`src/rtl/counter_pkg.sv`:
```
// Shared definitions for the bounded up/down counter and its sweep controller.
package counter_pkg;

  localparam int W_DEF  = 4;
  localparam int SW_DEF = 4;

  localparam logic [1:0] ST_IDLE = 2'd0;
  localparam logic [1:0] ST_LOAD = 2'd1;
  localparam logic [1:0] ST_RUN  = 2'd2;
  localparam logic [1:0] ST_DONE = 2'd3;

  localparam logic DIR_UP = 1'b0;
  localparam logic DIR_DN = 1'b1;

endpackage

```
`src/rtl/sweep_ctrl.sv`:
```
// Sweep job sequencer: latches a job on start and drives load/enable/direction
// of a bounded counter, counting its terminal pulses until done or abort.
module sweep_ctrl
  import counter_pkg::*;
#(
  parameter int W  = W_DEF,
  parameter int SW = SW_DEF
) (
  input  logic          clk,
  input  logic          reset_p,
  input  logic          start,
  input  logic          abort,
  input  logic [W-1:0]  lo,
  input  logic [W-1:0]  hi,
  input  logic          dir_init,
  input  logic          mode,
  input  logic [SW-1:0] sweeps,
  output logic          busy,
  output logic          done,
  output logic          err,
  output logic [SW-1:0] sweep_cnt,
  output logic          cnt_en,
  output logic          cnt_dir,
  output logic          cnt_ld,
  output logic [W-1:0]  cnt_a,
  output logic [W-1:0]  cnt_b,
  input  logic          cnt_carry
);

  logic [1:0]    state_q, state_d;
  logic          dir_q, dir_d;
  logic          mode_q, mode_d;
  logic [W-1:0]  lo_q, lo_d;
  logic [W-1:0]  hi_q, hi_d;
  logic [SW-1:0] sweeps_q, sweeps_d;
  logic [SW-1:0] cnt_q, cnt_d;
  logic          err_q, err_d;

  always_comb begin
    state_d  = state_q;
    dir_d    = dir_q;
    mode_d   = mode_q;
    lo_d     = lo_q;
    hi_d     = hi_q;
    sweeps_d = sweeps_q;
    cnt_d    = cnt_q;
    err_d    = 1'b0;
    case (state_q)
      ST_IDLE: begin
        if (start) begin
          if (lo > hi) begin
            err_d = 1'b1;
          end else begin
            state_d  = ST_LOAD;
            lo_d     = lo;
            hi_d     = hi;
            mode_d   = mode;
            sweeps_d = sweeps;
            dir_d    = dir_init;
            cnt_d    = '0;
          end
        end
      end
      ST_LOAD: state_d = abort ? ST_IDLE : ST_RUN;
      ST_RUN: begin
        // abort wins over a same-cycle carry, so the count does not advance
        if (abort) begin
          state_d = ST_IDLE;
        end else if (cnt_carry) begin
          cnt_d = cnt_q + 1'b1;
          if (sweeps_q != '0 && cnt_d == sweeps_q) begin
            state_d = ST_DONE;
          end else begin
            state_d = ST_LOAD;
            if (mode_q) dir_d = ~dir_q;
          end
        end
      end
      default: state_d = ST_IDLE;
    endcase
  end

  always_ff @(posedge clk) begin
    if (reset_p) begin
      state_q  <= ST_IDLE;
      dir_q    <= DIR_UP;
      mode_q   <= 1'b0;
      lo_q     <= '0;
      hi_q     <= '0;
      sweeps_q <= '0;
      cnt_q    <= '0;
      err_q    <= 1'b0;
    end else begin
      state_q  <= state_d;
      dir_q    <= dir_d;
      mode_q   <= mode_d;
      lo_q     <= lo_d;
      hi_q     <= hi_d;
      sweeps_q <= sweeps_d;
      cnt_q    <= cnt_d;
      err_q    <= err_d;
    end
  end

  assign busy      = (state_q == ST_LOAD) || (state_q == ST_RUN);
  assign done      = (state_q == ST_DONE);
  assign err       = err_q;
  assign sweep_cnt = cnt_q;
  assign cnt_en    = (state_q == ST_RUN);
  assign cnt_ld    = (state_q == ST_LOAD);
  assign cnt_dir   = dir_q;
  assign cnt_a     = lo_q;
  assign cnt_b     = hi_q;

endmodule
```
`config.mk`:
```
export PLATFORM = sky130hd
export DESIGN_NAME = sweep_ctrl
export DESIGN_NICKNAME = d
export VERILOG_FILES = /design/src/rtl/counter_pkg.sv /design/src/rtl/sweep_ctrl.sv
export SDC_FILE = /design/constraint.sdc
export NUM_CORES = 1
export LEC_CHECK = 0
export BUFFER_PORTS_ARGS = -buffer_cell sky130_fd_sc_hd__buf_2
export CORE_ASPECT_RATIO = 0.6
export CORE_MARGIN = 2
export CORE_UTILIZATION = 34
export DETAILED_ROUTE_END_ITERATION = 8
export MAX_ROUTING_LAYER = met4
export PLACE_DENSITY = 0.67
export SLEW_MARGIN = 25
export SYNTH_ARGS = -nofsm -noshare
export SYNTH_HDL_FRONTEND = slang
export SYNTH_SLANG_ARGS = --single-unit
```
`constraint.sdc`:
```
create_clock -name clk -period 2.9 [get_ports clk]
set_input_delay 0.145 -clock clk [delete_from_list [all_inputs] [get_ports clk]]
set_output_delay 0.145 -clock clk [all_outputs]
set_load 0.02 [all_outputs]
```
**After elaboration in Yosys (flattened, before gate mapping)**

Cells that the tools add are included.

- Register bits: 21
- Input port bits: 19
- Output and inout bits: 18
- Word-level logic and storage cells: 55

- Add/subtract/negate cells: 1
- Magnitude comparators: 1
- Equality and inequality tests: 11
- Multiplexer cells: 20
- Bitwise logic cells: 4
- Reduce and logical (&&, ||, !) cells: 10

Operator list:

| operator | count |
|---|---|
| $mux W4 | 4 |
| $mux W2 | 6 |
| $ne A2 B2 Y1 const B | 4 |
| $pmux W4 S2 | 1 |
| $mux W1 | 7 |
| $reduce_and A7 Y1 | 1 |
| $pmux W2 S3 | 1 |
| $reduce_and A3 Y1 | 2 |
| $reduce_and A5 Y1 | 1 |
| $add A4 B1 Y4 const B | 1 |
| $eq A2 B2 Y1 const B | 2 |
| $eq A4 B4 Y1 | 1 |
| $gt A4 B4 Y1 | 1 |
| $ne A2 B1 Y1 const B | 2 |
| $not A1 Y1 | 4 |
| $reduce_bool A4 Y1 | 1 |
| $ne A3 B2 Y1 const B | 1 |
| $reduce_or A3 Y1 | 1 |
| $eq A2 B1 Y1 const B | 1 |
| $logic_not A2 Y1 | 1 |
| $pmux W1 S2 | 1 |
| $reduce_bool A2 Y1 | 1 |
| $logic_and A1 B1 Y1 | 1 |
| $logic_or A1 B1 Y1 | 1 |

**Depth between registers and ports, before layout**

Gate-level depths: netlist of the first run.

- Depth in word-level cells: 7
- Gate-level depth with buffers: 9
- Gate-level depth less buffers: 8

**Worst setup path after synthesis of the first run**

No wires, ideal clock.

- Path kind: flip-flop to flip-flop
- Start point: register state_q[0]
- End point: register dir_q, in the netlist cnt_dir
- Library setup time: 0.071 ns
- Data arrival time: 1.939 ns
- Setup slack: 0.890 ns
- Stages on the path, launching flop included: 10
- Path buffers: 1
- Cell sequence: dfxtp_1 > inv_1 > ha_1 > inv_2 > nor2_1 > a22oi_1 > or2_1 > clkbuf_2 > a2111o_1 > a21oi_1

- Longest elaborated chain between the ends: 3

Ends and longest elaborated chain:

| what | line | source |
|---|---|---|
| from (decl) | sweep_ctrl.sv:30 | `logic [1:0] state_q, state_d;` |
| from (signal assigned) | sweep_ctrl.sv:94 | `state_q <= state_d;` |
| $eq A2 B2 Y1 (*) | - |  |
| net cnt_en | sweep_ctrl.sv:22 | `output logic cnt_en,` |
| $ne A2 B2 Y1 (no line), or another cell as far along | - |  |
| $reduce_and A7 Y1 (no line) | - |  |
| to (signal assigned) | sweep_ctrl.sv:95 | `dir_q <= dir_d;` |
| to (decl) | sweep_ctrl.sv:31 | `logic dir_q, dir_d;` |

The timed path passes the listed nets; every way through them passes the cells marked *.
A chain may end at the register's enable or synchronous reset.

**Worst setup path in the final report of the first run**

- Start point: register state_q[0]
- End point: register dir_q, in the netlist cnt_dir

- Longest elaborated chain between the ends: 3

Ends and longest elaborated chain:

| what | line | source |
|---|---|---|
| $eq A2 B2 Y1 or $logic_not A2 Y1 (tied branches) | sweep_ctrl.sv:48 | `case (state_q)` |
| $ne A2 B2 Y1 (no line), or another cell as far along | - |  |
| $reduce_and A7 Y1 (no line) | - |  |

Several ways; a longest one is shown, not always the timed one.

==> run_results.csv, run 1 <==
group,metric,value,unit
outcome,outcome,"completed",
cts,cts_resized,0,
die,die_h,47.96,microns
cts,clkTransAtPathRegs,80,ps
die,design.die.area,0.003705,sq mm
global_route,antenna_found_initial,0,
pwr,powerDensity,577.6,mW/mm^2
yosys,synth_top_area_cell,"dfxtp_1",
pwr,clkPwrFrac,24.4,%
cts,root_buffer,"clkbuf_8",
yosys,syn_nets,153,
detailed_routing,wl_per_cell,12.73,microns
pwr,leakage,0.6619,nW
cts,postCtsSetupRepairBufs,0,
critical_path,cp-start-kind,"flop",
finish,num_antenna_cells,0,
yosys,avgSynthCellArea,8.758,sq um
yosys,yosys-top-cells-area,"dfxtp_1, mux2i_1, ha_1",
sta,rsz0062_at_grt,"no",
pwr,seqPwrFrac,43.0,%
critical_path,cp_data_required_time,3100,ps
cts,tritoncts,"done",
pwr,switchingPower,0.2685,mW
sta,finalSetupTns,0,ps
hold_path,hp-class,"in2reg",
die,num_io_pins,37,
global_route,grt_usage,15.77,%
pwr,peakVddDrop,234.3,uV
die,die_w,77.26,microns
sta,fin_crit_sh,71.04,%
sta,final.setup.worst_slack,839.9,ps
detailed_routing,drc,0,
yosys,yosysSeqAreaShare,38.40,%
pwr,combPwrFrac,32.5,%
detailed_routing,antenna_left,0,
die,initial_core_util,36.92,%
yosys,ys_ff_latch,21,
detailed_routing,dr.pass1.iters,4,
die,rows,15,
detailed_routing,vias_per_cell,4.848,
job,max_cap_violations,0,
finish,drive_gt1_share,25.93,%
critical_path,reg2reg_depth,8,
die,coreArea,0.002965,sq mm
finish,num-nets-final,191,
pwr,p_int,0.5170,mW
sta,hold_violations,0,
placed_design,gp_congestion,0.8495,
detailed_routing,vias,989,
detailed_routing,totalWireLength,2596,microns
global_route,grt.overflow.total,0,
critical_path,critPathLaunch,"state_q[0]",
pwr,p_sw_share,34.18,%
cts,clk_path_buf_depth,2,
critical_path,endpoint,"cnt_dir",
yosys,ys_types,29,
sta,slew_headroom,70.69,%
yosys,netlist_area,0.001095,sq mm
yosys,yosys_warnings,0,
critical_path,cp.arrival,2260,ps
finish,nFillCells,308,
cts,cts-buffers-inserted,3,
cts,cts_sinks,21,
placed_design,portBuffers,36,
detailed_routing,first_iter_violations,75,
yosys,synth_top_area_share,38.40,%
placed_design,dp_slack,881.4,ps
global_route,grt_pass1_wl,4312,microns
global_route,grt_pass1_vias,959,
placed_design,dp_hpwl,2067,microns
sta,setup_violations,0,
critical_path,path_class,"reg2reg",
finish,fin_area,0.001360,sq mm
critical_path,reg2reg_slack,840,ps
global_route,grt_max_degree,24,
critical_path,cp-end-kind,"flop",
critical_path,reg2reg_to,"cnt_dir",
sta,slew_viol_final,0,
finish,area_growth,24.23,%
critical_path,path_max_fanout,7,
critical_path,reg2reg_from,"state_q[0]",
sta,fin_skew,4.865,ps
cts,ctsHoldBuffers,0,
sta,worst_pin_slew,436.3,ps
cts,clock_latency,260,ps
yosys,synthCells,125,
cts,cts_max_level,1,
sta,fin_crit,2060,ps
sta,fmax,0.4854,GHz
placed_design,place_area,0.001315,sq mm
==> critical path, stage by stage (launching register included) <==
cell and delay, ps:
dfxtp_1 350, inv_1 100, ha_1 290, inv_2 100, nor2_1 180, a22oi_1 130
or2_1 300, a2111o_1 400, a21oi_1 140
==> how the worst min path moves through the flow <==
stage	from	endpoint	depth (start not counted)
after global placement	mode	mode_q	3
after detailed placement	sweeps[1]	sweeps_q[1]	3
after CTS	sweeps[1]	sweeps_q[1]	3
after floorplan	lo[0]	cnt_a[0]	2
final	sweeps[1]	sweeps_q[1]	3
after global routing	sweeps[0]	sweeps_q[0]	3
==> registers in the layout, indices dropped and copies added (netlist names) <==
signal and count:
err 1, mode_q 1, sweep_cnt 4, state_q 2
cnt_dir 1, cnt_b 4, sweeps_q 4, cnt_a 4
==> cell usage after synthesis <==
cell / instances
a2111o_1: 1
a21oi_1: 8
a22oi_1: 1
a31oi_1: 1
and2_1: 1
buf_4: 1
clkbuf_1: 2
clkbuf_2: 1
dfxtp_1: 21
ha_1: 9
inv_1: 9
inv_2: 1
mux2i_1: 16
nand2_1: 7
nand2b_1: 1
nand3_1: 2
nand4_1: 2
nor2_1: 22
nor2b_1: 1
nor3_1: 4
o211ai_1: 1
o211ai_2: 1
o21ai_0: 2
o21ai_1: 1
o2bb2ai_1: 1
o31ai_1: 2
or2_1: 1
xnor2_1: 2
xor2_1: 3
==> cell families after synthesis <==
family	share of synthesized area, %
compound gates	11.31
xor+xnor	4.001
fa+ha+maj	10.29
buf+inv	5.257
flops	38.40
mux	14.63
simple gates	16.12
==> placed cells by master (no fill, tap or decap), types with 2 or more instances in the layout <==
master,synthesis,routed
nand4_1,2,2
o21ai_0,2,2
a21oi_1,8,8
dfxtp_1,21,21
buf_2,0,36
xor2_1,3,3
ha_1,9,9
nor3_1,4,4
mux2i_1,16,16
o31ai_1,2,2
clkbuf_8,0,3
inv_1,9,9
nand2_1,7,7
nor2_1,22,22
xnor2_1,2,2
nand3_1,2,2
==> area by class of cell <==
class | instances | area, sq um | area share (%)
tap | 42 | 52.55 | 3.864
timing repair buffer | 37 | 187.7 | 13.80
clock buffer | 4 | 45.04 | 3.312
inverter | 10 | 37.54 | 2.760
sequential | 21 | 420.4 | 30.91
multi-input combinational | 90 | 616.8 | 45.35
==> per-stage QoR <==
step	cells	util [%]	power (mW)	hold slack [ps]
floorplan	125	-	0.5315	292.2
global placement	200	44.35	0.5857	379.7
detailed placement	200	44.35	0.6000	394.3
CTS	204	45.87	0.7921	118.7
global route	204	45.87	0.8383	128.7
finish	204	45.87	0.7855	117.6
==> power by group through the flow <==
stage | Sequential [mW] | Combinational (mW) | Clock, mW
2_1_floorplan | 0.359 | 0.173 | 0
3_3_place_gp | 0.341 | 0.244 | 0
3_5_place_dp | 0.343 | 0.257 | 0
4_1_cts | 0.337 | 0.258 | 0.197
5_1_grt | 0.341 | 0.284 | 0.214
6_report | 0.338 | 0.256 | 0.192
==> layer usage <==
metal	track usage [%]	wire (microns)	up-vias
li1	-	-	498
met1	19.08	1266	457
met2	26.43	1132	32
met3	5.094	186	2
met4	3.571	12	0
met5	-	0	-
Note: power is estimated with default switching activity, not from simulation.
==> inputs of run 2 (changes only) <==
--- a/config.mk
+++ b/config.mk
@@ -5,13 +5,14 @@
 export SDC_FILE = /design/constraint.sdc
 export NUM_CORES = 1
 export LEC_CHECK = 0
+export ABC_AREA = 1
 export BUFFER_PORTS_ARGS = -buffer_cell sky130_fd_sc_hd__buf_2
 export CORE_ASPECT_RATIO = 0.6
 export CORE_MARGIN = 2
 export CORE_UTILIZATION = 34
 export DETAILED_ROUTE_END_ITERATION = 8
 export MAX_ROUTING_LAYER = met4
-export PLACE_DENSITY = 0.67
+export PLACE_DENSITY = 0.69
 export SLEW_MARGIN = 25
 export SYNTH_ARGS = -nofsm -noshare
 export SYNTH_HDL_FRONTEND = slang
==> constraint.sdc (replaced) <==
create_clock -name clk -period 1.8 [get_ports clk]
set_input_delay 0.09 -clock clk [delete_from_list [all_inputs] [get_ports clk]]
set_output_delay 0.09 -clock clk [all_outputs]
set_load 0.02 [all_outputs]
==> run 2 against run 1 <==
Largest power group is now combinational logic. Highest routed layer unchanged. Clock skew down 3.3 ps. Cell area grew 5.8%. Global-route usage fell by 0.71 points. Critical endpoint unchanged. First-iteration DRC count shrank 41%. Cell count grew 23%.
==> run_results.csv, run 2 <==
group,metric,value,unit
outcome,outcome,"completed",
critical_path,crit_buf_inv,3,
critical_path,path_max_fanout,6,
critical_path,max_stage_delay,330,ps
yosys,synth_top_area_cell,"dfxtp_1",
placed_design,dp_hpwl,2018,microns
yosys,synth_top_area_share,37.05,%
finish,num_antenna_cells,0,
die,die_w,78.59,microns
sta,slew_viol_final,0,
sta,rsz0062_at_grt,"no",
cts,cts_sinks,21,
finish,fin_area,0.001439,sq mm
finish,layout_commonest_cell,"buf_2",
placed_design,place_area,0.001378,sq mm
global_route,grt.overflow.total,0,
cts,clkTransAtPathRegs,80,ps
die,rows,16,
yosys,synth_most_common_cell,"nand2_1",
detailed_routing,dr.pass1.iters,4,
cts,clock_latency,260,ps
detailed_routing,wl_per_cell,10.58,microns
detailed_routing,vias_per_cell,4.564,
critical_path,path_class,"reg2reg",
die,coreArea,0.003223,sq mm
yosys,yosys-top-cells-area,"dfxtp_1, nand2_1, ha_1",
finish,num-nets-final,234,
cts,cts_max_level,1,
yosys,synthCells,165,
critical_path,cp-start-kind,"flop",
pwr,peakVddDrop,735.1,uV
critical_path,path_depth,10,
yosys,avgSynthCellArea,6.878,sq um
yosys,ys_ff_latch,21,
cts,clk_path_buf_depth,2,
finish,register_area,420.4,sq um
critical_path,path_cells,"inv_1 > ha_4 > inv_2 > or2_4 > o22ai_2 > inv_1 > nor2_4 > nand4_1 > nand2_1 > nor2_1",
yosys,synth_edf_count,0,
detailed_routing,wl_met3,155,microns
die,num_io_pins,37,
detailed_routing,first_iter_violations,44,
detailed_routing,antenna_left,0,
die,initial_core_util,35.21,%
critical_path,cp-end-kind,"flop",
sta,hold_violations,0,
die,die_h,48.75,microns
pwr,leakage,0.7527,nW
sta,fmax,0.6198,GHz
detailed_routing,vias,1141,
placed_design,gp_congestion,0.8431,
placed_design,portBuffers,36,
hold_path,min_path_cells,2,
sta,slew_headroom,69.31,%
yosys,yosys_warnings,0,
hold_path,hp-class,"in2reg",
critical_path,cp.arrival,1780,ps
cts,root_buffer,"clkbuf_8",
cts,ctsHoldBuffers,0,
finish,multi_input_area,626.9,sq um
global_route,grt_usage,15.07,%
detailed_routing,met1_length,1469,microns
critical_path,reg2reg_depth,10,
cts,cts-buffers-inserted,3,
detailed_routing,wl_met2,1007,microns
critical_path,crit_top_cell,"inv_1",
cts,tritoncts,"done",
detailed_routing,totalWireLength,2644,microns
sta,fin_crit,1614,ps
global_route,antenna_found_initial,0,
pwr,powerDensity,1402,mW/mm^2
yosys,syn_nets,193,
critical_path,cp_top_family,"simple AND/OR/NAND/NOR gates",
yosys,yosys-top-cells-count,"nand2_1, nor2_1, inv_1",
sta,setup_violations,0,
detailed_routing,highest_layer,"met4",
finish,area_growth,26.79,%
job,max_cap_violations,0,
sta,worst_pin_slew,459.9,ps
yosys,netlist_area,0.001135,sq mm
yosys,async_flop_share,0,%
sta,finalSetupTns,0,ps
finish,nFillCells,332,
detailed_routing,drc,0,
sta,fin_crit_sh,89.64,%
die,design.die.area,0.003831,sq mm
global_route,grt_max_degree,19,
critical_path,cp_data_required_time,1960,ps
yosys,synth_flop_cell,"dfxtp_1",
global_route,grt_pass1_vias,989,
critical_path,cpMaxStageDelayCell,"dfxtp_1",
finish,final_cell_mix,"buf_2, nand2_1, nor2_1, inv_1, dfxtp_1",
yosys,ys_types,19,
global_route,grt_pass1_wl,4478,microns
yosys,yosysSeqAreaShare,37.05,%
sta,fin_skew,1.531,ps
finish,drive_gt1_share,24.88,%
-- run 2: path summary, 6_finish.rpt --
| check | from | to | slack, ps |
|---|---|---|---|
| setup / recovery | state_q[0] | cnt_dir | 190 |
| hold / removal | reset_p | sweep_cnt[1] | 40 |
| setup reg to reg | state_q[0] | cnt_dir | 190 |
| hold reg to reg | sweeps_q[3] | sweeps_q[3] | 480 |
-- run 2: cell families (layout without fill, tap and decap cells) --
logic type,after synthesis,after routing,synth area share [%]
adders and majority gates,9,9,9.923
DFF,21,21,37.04
and+or+nand+nor,76,76,28.78
AOI/OAI and AO/OA,33,33,15.21
buffers and inverters,26,66,9.040
-- run 2: where the power goes --
group          switching [mW]  total (mW)  internal [mW]
combinational           0.667        1.03          0.361
sequential             0.0830       0.676          0.593
clock                   0.158       0.313          0.154
total                   0.909        2.02           1.11
-- run 2: layout make-up --
type	instances	share of cell area (%)
Clock inverter	1	0.3478
Multi-Input combinational cell	118	43.57
Inverter	23	6.000
Sequential cell	21	29.22
Tap cell	45	3.913
Clock buffer	3	2.870
Timing Repair Buffer	39	14.09
-- run 2: repair_timing --
item | CTS | global route
endpoints found under the setup margin | 0 | 6
setup buffers | 0 | 0
resized for setup | 0 | 3
-- run 2: per-stage QoR --
step	instances	power (mW)	hold WS [ps]	utilization [%]	setup slack (ps)
detailed placement	246	1.679	316.9	42.74	93.12
global route	250	2.203	33.27	44.64	46.41
floorplan	165	1.421	159.1	-	131.9
CTS	250	1.998	33.04	44.18	83.06
finish	250	2.018	44.42	44.64	186.5
global placement	246	1.669	317.9	42.74	180.8
-- run 2: routing by layer --
layer	up-vias	GRT usage, %
met4	0	2.632
li1	603	-
met5	-	-
met3	2	4.291
met2	35	20.66
met1	501	22.03
